[src/rtl/sram_arbiter.sv]
// Two-port fixed-priority arbiter in front of the data SRAM.
// Port 0 (MEM stage) normally wins; port 1 is forced through after MAX_WAIT lost cycles.
module sram_arbiter #(
    parameter int ADDR_W   = 13,
    parameter int DATA_W   = 32,
    parameter int MAX_WAIT = 4
) (
    input  logic                  clk,
    input  logic                  rst,

    input  logic                  p0_req,
    input  logic                  p0_we,
    input  logic [ADDR_W-1:0]     p0_addr,
    input  logic [DATA_W-1:0]     p0_wdata,
    input  logic [DATA_W/8-1:0]   p0_wmask,
    output logic                  p0_gnt,
    output logic                  p0_rvalid,
    output logic [DATA_W-1:0]     p0_rdata,

    input  logic                  p1_req,
    input  logic                  p1_we,
    input  logic [ADDR_W-1:0]     p1_addr,
    input  logic [DATA_W-1:0]     p1_wdata,
    input  logic [DATA_W/8-1:0]   p1_wmask,
    output logic                  p1_gnt,
    output logic                  p1_rvalid,
    output logic [DATA_W-1:0]     p1_rdata,

    output logic                  sram_cs,
    output logic                  sram_we,
    output logic [ADDR_W-1:0]     sram_addr,
    output logic [DATA_W-1:0]     sram_wdata,
    output logic [DATA_W/8-1:0]   sram_wmask,
    input  logic [DATA_W-1:0]     sram_rdata,

    output logic [15:0]           conflict_cnt
);

    localparam int WAIT_W = $clog2(MAX_WAIT + 1);
    localparam logic [WAIT_W-1:0] WAIT_MAX = WAIT_W'(MAX_WAIT);

    logic [WAIT_W-1:0] wait_cnt;
    logic [WAIT_W-1:0] wait_cnt_next;
    logic [1:0]        rd_pend;

    // Zero-cycle arbitration; the idle cycle leaves the port 0 fields on the bus.
    always_comb begin
        p0_gnt     = 1'b0;
        p1_gnt     = 1'b0;
        sram_we    = 1'b0;
        sram_addr  = p0_addr;
        sram_wdata = p0_wdata;
        sram_wmask = p0_wmask;

        if (p1_req && (!p0_req || wait_cnt == WAIT_MAX)) begin
            p1_gnt     = 1'b1;
            sram_we    = p1_we;
            sram_addr  = p1_addr;
            sram_wdata = p1_wdata;
            sram_wmask = p1_wmask;
        end else if (p0_req) begin
            p0_gnt  = 1'b1;
            sram_we = p0_we;
        end

        sram_cs = p0_gnt | p1_gnt;
    end

    always_comb begin
        wait_cnt_next = wait_cnt;
        if (!p1_req || p1_gnt) begin
            wait_cnt_next = '0;
        end else if (wait_cnt != WAIT_MAX) begin
            wait_cnt_next = wait_cnt + WAIT_W'(1);
        end
    end

    always_ff @(posedge clk or posedge rst) begin
        if (rst) begin
            rd_pend      <= 2'b00;
            wait_cnt     <= '0;
            conflict_cnt <= 16'd0;
        end else begin
            rd_pend  <= {p1_gnt & ~p1_we, p0_gnt & ~p0_we};
            wait_cnt <= wait_cnt_next;
            if (p0_req && p1_req && conflict_cnt != 16'hFFFF) begin
                conflict_cnt <= conflict_cnt + 16'd1;
            end
        end
    end

    // Both ports see the raw SRAM output; rvalid tells each one whether it is theirs.
    assign p0_rvalid = rd_pend[0];
    assign p1_rvalid = rd_pend[1];
    assign p0_rdata  = sram_rdata;
    assign p1_rdata  = sram_rdata;

endmodule

[config.mk]
export PLATFORM = sky130hd
export DESIGN_NAME = sram_arbiter
export DESIGN_NICKNAME = d
export VERILOG_FILES = /design/src/rtl/sram_arbiter.sv
export SDC_FILE = /design/constraint.sdc
export NUM_CORES = 1
export LEC_CHECK = 0
export BUFFER_PORTS_ARGS = -buffer_cell sky130_fd_sc_hd__buf_2
export CORE_AREA = 3 3 104 106
export CTS_CLUSTER_DIAMETER = 100
export CTS_CLUSTER_SIZE = 12
export DETAILED_ROUTE_END_ITERATION = 6
export DIE_AREA = 0 0 107 109
export GPL_TIMING_DRIVEN = 0
export HOLD_SLACK_MARGIN = 0.1
export SLEW_MARGIN = 10
export SYNTH_ARGS = -nofsm -noshare
export SYNTH_HDL_FRONTEND = slang
export SYNTH_SLANG_ARGS = --single-unit
[constraint.sdc]
create_clock -name clk -period 2.55 [get_ports clk]
set_input_delay 0.1275 -clock clk [delete_from_list [all_inputs] [get_ports clk]]
set_output_delay 0.1275 -clock clk [all_outputs]
set_load 0.01 [all_outputs]
* Word-level counts from Yosys, hierarchy flattened
Cells that the tools add are included.
** Word-level totals
- Word-level logic and storage cells :: 31
- Output and inout port bits :: 135
- Input port bits :: 136
- Bits in registers :: 21
** Cells by class
- Equal/unequal tests :: 3
- $add $sub $neg :: 2
- Multiplexer cells :: 10
- Reductions and logical operators :: 8
- Bitwise operators :: 5
** Operator list (count)
- 32-bit two-way mux :: 1
- 16-bit by 1-bit adder with 16-bit output (second input constant) :: 1
- 16-bit inequality test (second input constant) :: 1
- 13-bit two-way mux :: 1
- 3-bit two-way mux :: 2
- 1-bit two-way mux :: 5
- 4-bit two-way mux :: 1
- 3-bit by 1-bit adder with 3-bit output (second input constant) :: 1
- 3-bit == test (second input constant) :: 1
- 1-bit logical AND :: 3
- 3-bit inequality test (second input constant) :: 1
- 1-bit AND :: 2
- 1-bit zero test :: 2
- 1-bit logical OR :: 2
- 1-bit NOT :: 2
- 2-bit nonzero test :: 1
- 1-bit bitwise OR :: 1

* Longest topological paths before layout
Gate-level depths: netlist of the first run.
- Word-level depth :: 6
- Gate-level depth with buffers :: 9
- Gate-level depth less buffers :: 7

* Worst setup path after synthesis of the first run
OpenSTA, ideal clock, no wires.
- Kind :: register to register
- From :: register conflict_cnt[0]
- To :: register conflict_cnt[1]
- Cell stages (with the launch flop) :: 6
- Data required time :: 2.425 ns
- Arrival :: 1.557 ns
- Path slack :: 0.868 ns
- Cell sequence :: dfrtp_1 -> ha_1 -> nand3_1 -> nor4_4 -> nor2_2 -> mux2_4
** Between the ends
- Cells in the longest elaborated chain, start to end :: 2
** Ends and longest elaborated chain
- start, declared :: RTL line 36 : output logic [15:0] conflict_cnt
- start signal, assigned :: RTL line 87 : conflict_cnt <= conflict_cnt + 16'd1;
- branches (longest 2 deep; another with 16-bit by 1-bit adder with 16-bit output)
Parallel ways; which one is timed is not known.
A chain may end at the register's enable or synchronous reset.

* Worst setup path in the final report of the first run
- From :: register wait_cnt[0]
- To :: output port sram_wdata[11]
** Between the ends
- Cells in the longest elaborated chain, start to end :: 4
** Ends and longest elaborated chain
- start, declared :: RTL line 42 : logic [WAIT_W-1:0] wait_cnt;
- start signal, assigned :: RTL line 85 : wait_cnt <= wait_cnt_next;
- 3-bit == test :: RTL line 55 : if (p1_req && (!p0_req || wait_cnt == WAIT_MAX)) begin
- 1-bit logical OR :: RTL line 55
- 1-bit logical AND :: RTL line 55
- 32-bit two-way mux :: RTL line 55
- end, declared :: RTL line 32 : output logic [DATA_W-1:0] sram_wdata,
Every way passes these cells.

==> reports/results.ini, run 1 <==
[logic_synthesis]
yosysUniqueCellTypes = 36
syn_area_um2 = 2150
syn_area_per_cell_um2 = 6.72
synth_top_area_frac = 0.276
synthesis.nets = 459
synth_seq_cells = 21
synth_cells = 320
ys_seq_area_frac = 0.244
post-synth-top-count-cell = nand2_1
synth_edf_count = 0
synth_ff_type = dfrtp_1
synthTopCellsByArea = nand2_1, dfrtp_1, buf_4
yosysTopAreaCell = nand2_1
yosysWarningCount = 0
synth_common_cells = nand2_1, buf_4, dfrtp_1, clkbuf_1, xor2_1
synthArstFlopShare = 1.00

[cells_and_area]
final_layout_size_suffix_gt1_frac = 0.568
area_delta_synth_final_pct = 66.9
design_area_um2 = 3590
layout.area.seq_um2 = 526
instances_no_fill = 699
multiInputGateArea_um2 = 1080
layout.nets = 705
num-fill-cells = 1084

[drt]
drt_iter0_drc = 116
num_vias = 2805
routed_wl_um = 9580
post-route-drc-count = 0
vias_per_cell = 4.01
ant_nets = 0
dr.pass1.iters = 4
wl_per_cell_um = 13.7

[worst_setup_path]
critPathSlowestCell = dfrtp_1
path_cells = inv_1, ha_1, nand2_1, a21bo_2, buf_2, clkinv_1, clkbuf_1, nand2_1, nand2_1, buf_2
path_max_fanout = 10
r2r_end = conflict_cnt[1]
worst_path_most_repeated_cell = nand2_1
path_class = reg -> out
startpoint_type = register
worst-r2r-setup-slack_ps = 750
cp-end-kind = primary output
cp_top_family = buffers and inverters
cpPeakStageDelay_ps = 400
arrival_ps = 2200
r2r-start = conflict_cnt[0]
worstPathRequired_ps = 2420
worst_r2r_path_depth = 5
crit_buf_inv = 5

[power_and_ir_drop]
switching_share = 0.377
seq_power_share = 0.346
total_power_mw = 1.29
internal-power_mw = 0.804
power_density_nw_per_um2 = 360
combPwrFrac = 0.481
vdd_drop_max_uv = 173
pwr-share-clk = 0.172
p_leak_nw = 2.28
switching_power_mw = 0.486

[cts]
cts.sinks = 21
cts_root_buffer = clkbuf_8
worst_skew_pair.late_latency_ps = 260
clock_path_buffers = 2
post_cts_buffers = 0
cts_tree = yes
numCtsBuffers = 3
path_clk_slew_ps = 80
cts_htree_levels = 1

[global_routing]
grt_pass1_wl_um = 13600
overflow = 0
antenna_found_initial = 0
grt_use_total = 0.148
grt_pass1_vias = 2666
grt_max_degree = 22

[hold_path]
min_path_cells = 2
min_to = wait_cnt[1]
hold_path.class = in -> reg
hold_path_startpoint = p0_req

[sta]
max_freq_mhz = 430
tightestPinTransition_ps = 798
hold_ws_ps = 209
rsz0062_at_grt = no
setup_viol = 0
final.min_clock_period_ps = 2330
hold_viol_final = 0
maxSlewViolCount = 0
tns_ps = 0
fin_crit_sh = 0.913
slew_headroom = 0.467
finClkSkew_ps = 2.36

[die]
core_um2 = 9860
rows = 36
floorplan.die_area_um2 = 11700
io_pins = 271
die_x_um = 107
die_h_um = 109
initial_core_util = 0.218

[placed_design]
io_buffers = 238
dp_cells = 691
placed_area_um2 = 3510
dp_hpwl_um = 8490
gp_congestion = 0.802

[run]
cap_viol_max_count = 0

[status]
run_status = completed

==> through the flow <==
stage / setup WS (ps) / utilization
finish: 222 / 0.364
global route: 27.8 / 0.363
detailed placement: 406 / 0.356
CTS: 104 / 0.363
floorplan: 868 / -
global placement: 417 / 0.356
==> worst max path at each step <==
| stage | start | end | slack [ps] | cells after the start |
|---|---|---|---|---|
| after floorplan | conflict_cnt[0] | conflict_cnt[1] | 870 | 5 |
| after detailed placement | wait_cnt[0] | sram_wdata[20] | 410 | 10 |
| after global placement | wait_cnt[0] | sram_wdata[20] | 420 | 10 |
| after CTS | wait_cnt[0] | sram_wdata[20] | 100 | 10 |
| after global routing | wait_cnt[0] | sram_wdata[5] | 30 | 10 |
| final | wait_cnt[0] | sram_wdata[11] | 220 | 10 |
==> registers in the layout (all words and copies together), names as in the netlist <==
register	flops
conflict_cnt	16
rd_pend	2
wait_cnt	3
==> worst register-to-register path: cells and delay by family (launching register included) <==
kind	cells	cell delay, ps
adder cells (fa/ha/maj)	1	200
flip-flops	1	410
AND/OR/NAND/NOR	3	780
multiplexers	1	300
==> what timing repair did <==
item,in CTS,in global routing
hold buffers,3,0
setup endpoints to repair,0,2
resized for setup,0,2
hold endpoints to repair,23,0
==> final cells by class <==
class                   count  area share
clock inverters             1     0.00140
clock buffers               3      0.0115
inverters                   6     0.00628
plain buffers              75       0.147
well taps                 133      0.0464
diodes                      1    0.000698
flip-flops and latches     21       0.146
repair buffers            241       0.340
multi-input cells         218       0.300
==> metal layers <==
layer  vias to the layer above  GRT usage  part of all wire
met1                      1250      0.179              0.38
met5                         -          0                 0
li1                       1428          -                 -
met4                         0     0.0356             0.011
met3                         8     0.0349             0.079
met2                       119      0.266              0.53
==> logic make-up (layout without fill, tap and decap cells) <==
group | Yosys count | count (layout) | synth area share
XOR/XNOR | 12 | 12 | 0.0489
multiplexers | 4 | 4 | 0.0221
other | 0 | 1 | 0
adder cells (fa/ha/maj) | 3 | 3 | 0.0175
buffers and inverters | 81 | 326 | 0.255
flip-flops | 21 | 21 | 0.244
AND/OR/NAND/NOR | 194 | 194 | 0.395
AO/OA/AOI/OAI | 5 | 5 | 0.0175
==> layout by cell type (no fill, tap or decap), types with 3 or more instances in the layout <==
cell type      count
buf_2            241
nand2_1          158
buf_4             64
dfrtp_1           21
xor2_1             8
nand3_1            7
clkbuf_1           7
inv_1              5
nor2_1             5
xnor2_1            4
nor3_1             4
nor3b_1            4
ha_1               3
clkbuf_8           3
dlygate4sd3_1      3
==> power by group through the flow <==
stage                     clock network, mW  logic, mW  registers [mW]
after detailed placement                  0      0.625           0.454
after floorplan                           0      0.313           0.463
after global routing                  0.239      0.688           0.460
final                                 0.222      0.621           0.447
after global placement                    0      0.619           0.451
after CTS                             0.228      0.632           0.447
No activity file was read; power rests on OpenSTA's default activity.
==> inputs of run 2 (changes only) <==
--- a/config.mk
+++ b/config.mk
@@ -6,11 +6,12 @@
 export NUM_CORES = 1
 export LEC_CHECK = 0
 export BUFFER_PORTS_ARGS = -buffer_cell sky130_fd_sc_hd__buf_2
-export CORE_AREA = 3 3 104 106
+export CORE_AREA = 3 3 105 107
+export CTS_BUF_LIST = sky130_fd_sc_hd__clkbuf_4 sky130_fd_sc_hd__clkbuf_8
 export CTS_CLUSTER_DIAMETER = 100
 export CTS_CLUSTER_SIZE = 12
 export DETAILED_ROUTE_END_ITERATION = 6
-export DIE_AREA = 0 0 107 109
+export DIE_AREA = 0 0 108 110
 export GPL_TIMING_DRIVEN = 0
 export HOLD_SLACK_MARGIN = 0.1
 export SLEW_MARGIN = 10
==> run 2 against run 1 <==
Non-clock buffer count did not move. Clock power fell by 2%. Wire length fell by 0.21%. Combinational power rose by 1%. Clock skew barely moved. Die area rose by 1.9%. First-iteration DRC count fell by 6.9%. Hold slack improved by 0.71 ps. Highest routed layer unchanged.
==> reports/results.ini, run 2 (synthesis results as in run 1) <==
[drt]
wl_per_cell_um = 13.6  ; -0.49%
ant_nets = 0  ; unchanged
vias_per_cell = 4.03  ; +0.35%
post-route-drc-count = 0  ; unchanged
routed_wl_um = 9560  ; -0.21%
num_vias = 2823  ; +0.64%
drt_iter0_drc = 108  ; -6.9%
dr.pass1.iters = 4  ; unchanged

[power_and_ir_drop]
vdd_drop_max_uv = 159  ; -8.0%
p_leak_nw = 2.28  ; unchanged
power_density_nw_per_um2 = 361  ; +0.38%

[global_routing]
grt_pass1_wl_um = 13200  ; -3.1%
grt_pass1_vias = 2564  ; -3.8%
grt_max_degree = 22  ; unchanged
antenna_found_initial = 0  ; unchanged
overflow = 0  ; unchanged
grt_use_total = 0.140  ; -0.00786

[cells_and_area]
area_delta_synth_final_pct = 66.9  ; about the same
final_cell_mix = buf_2, nand2_1, buf_4, dfrtp_1, xor2_1
largestRegisters = conflict_cnt (16), wait_cnt (3), rd_pend (2)
final_layout_size_suffix_gt1_frac = 0.568  ; unchanged
antenna_cells = 0  ; -1
largest_reg_flops = 16  ; unchanged
layout.nets = 705  ; unchanged
final_core_util = 0.351  ; -0.0129
final_common_cell = buf_2
regMostFlops = conflict_cnt

[placed_design]
gp_congestion = 0.830  ; +3.5%
io_buffers = 238  ; unchanged
dp_hpwl_um = 8550  ; +0.75%

[cts]
clock_path_buffers = 2  ; unchanged
numCtsBuffers = 3  ; unchanged
worst_skew_pair.late_latency_ps = 260  ; about the same
cts_tree = yes
cts_htree_levels = 1  ; unchanged
cts.sinks = 21  ; unchanged
cts_root_buffer = clkbuf_8
path_clk_slew_ps = 80  ; about the same

[die]
rows = 37  ; +2.8%
die_x_um = 108  ; +0.93%
core_um2 = 10200  ; +3.7%
initial_core_util = 0.210  ; -0.00781
die_h_um = 110  ; +0.92%
floorplan.die_area_um2 = 11900  ; +1.9%
io_pins = 271  ; unchanged

[worst_setup_path]
path_max_fanout = 10  ; unchanged
startpoint_type = register
path_class = reg -> out
arrival_ps = 2210  ; about the same
worstPathRequired_ps = 2420  ; about the same
cp-end-kind = primary output

[sta]
fin_crit_sh = 0.916  ; +0.00342
rsz0062_at_grt = no
hold_viol_final = 0  ; unchanged
slew_headroom = 0.461  ; -0.00612
setup_viol = 0  ; unchanged
finClkSkew_ps = 2.18  ; -0.177 ps
tns_ps = 0  ; unchanged
max_freq_mhz = 428  ; -0.37%
final.min_clock_period_ps = 2340  ; +8.72 ps
tightestPinTransition_ps = 807  ; +9.16 ps
maxSlewViolCount = 0  ; unchanged

[hold_path]
hold_path.class = in -> reg

[run]
cap_viol_max_count = 0  ; unchanged

[status]
run_status = completed

==> run 2: cell count changes in the layout (fill, tap and decap cells not counted) <==
cell     delta
diode_2     -1
==> run 2: metrics by stage <==
step | hold WS [ps] | power, mW | std cells | worst slack [ps] | area (µm²)
2_1_floorplan | 104 | 0.776 | 320 | 868 | 2150
3_5_place_dp | 307 | 1.08 | 694 | 312 | 3510
3_3_place_gp | 305 | 1.07 | 694 | 343 | 3510
4_1_cts | 206 | 1.30 | 701 | 20.1 | 3590
5_1_grt | 226 | 1.38 | 701 | 30.9 | 3590
6_report | 210 | 1.30 | 701 | 213 | 3590
==> run 2: where the power goes <==
| part | internal, mW | leakage (nW) | switching (mW) |
|---|---|---|---|
| registers | 0.380 | 0.281 | 0.0697 |
| logic | 0.316 | 1.97 | 0.312 |
| clock network | 0.109 | 0.0255 | 0.108 |
==> run 2: area by class of cell <==
cell class	instances	area [µm²]
Timing Repair Buffer	241	1220
Tap cell	136	170
Fill cell	1121	6640
Sequential cell	21	526
Buffer	75	527
Inverter	6	22.5
Clock inverter	1	5.00
Multi-Input combinational cell	218	1080
Clock buffer	3	41.3
==> run 2: metal layers <==
layer / vias up / share of wire / track usage
li1: 1422 / - / -
met1: 1265 / 0.39 / 0.177
met2: 130 / 0.51 / 0.244
met3: 6 / 0.096 / 0.0419
met4: 0 / 0.0068 / 0.0180
met5: - / 0 / 0
==> run 2: worst max-delay path, stage by stage (launching register included) <==
cell and delay [ps]:
dfrtp_1 400, inv_1 70, ha_1 170, nand2_1 90, a21bo_2 210, buf_2 170
clkinv_1 120, clkbuf_1 380, nand2_1 100, nand2_1 100, buf_2 140
==> run 2: path summary, 6_finish.rpt <==
| check | start | end | slack, ps | cells past startpoint |
|---|---|---|---|---|
| setup / recovery | wait_cnt[0] | sram_wdata[18] | 210 | 10 |
| hold / removal | p0_req | wait_cnt[1] | 210 | 2 |
| setup reg to reg | conflict_cnt[0] | conflict_cnt[1] | 710 | 5 |
| hold reg to reg | wait_cnt[0] | wait_cnt[0] | 470 | 1 |
| max in group asynchronous | rst | conflict_cnt[12] | 1490 | 3 |
| min in group asynchronous | rst | conflict_cnt[15] | 560 | 3 |
==> run 2: timing repair <==
action	4_1_cts	5_1_grt
setup endpoints to repair	0	10
setup buffers	0	0
gates resized for setup	0	2
hold endpoints to repair	23	0
hold buffers	3	0
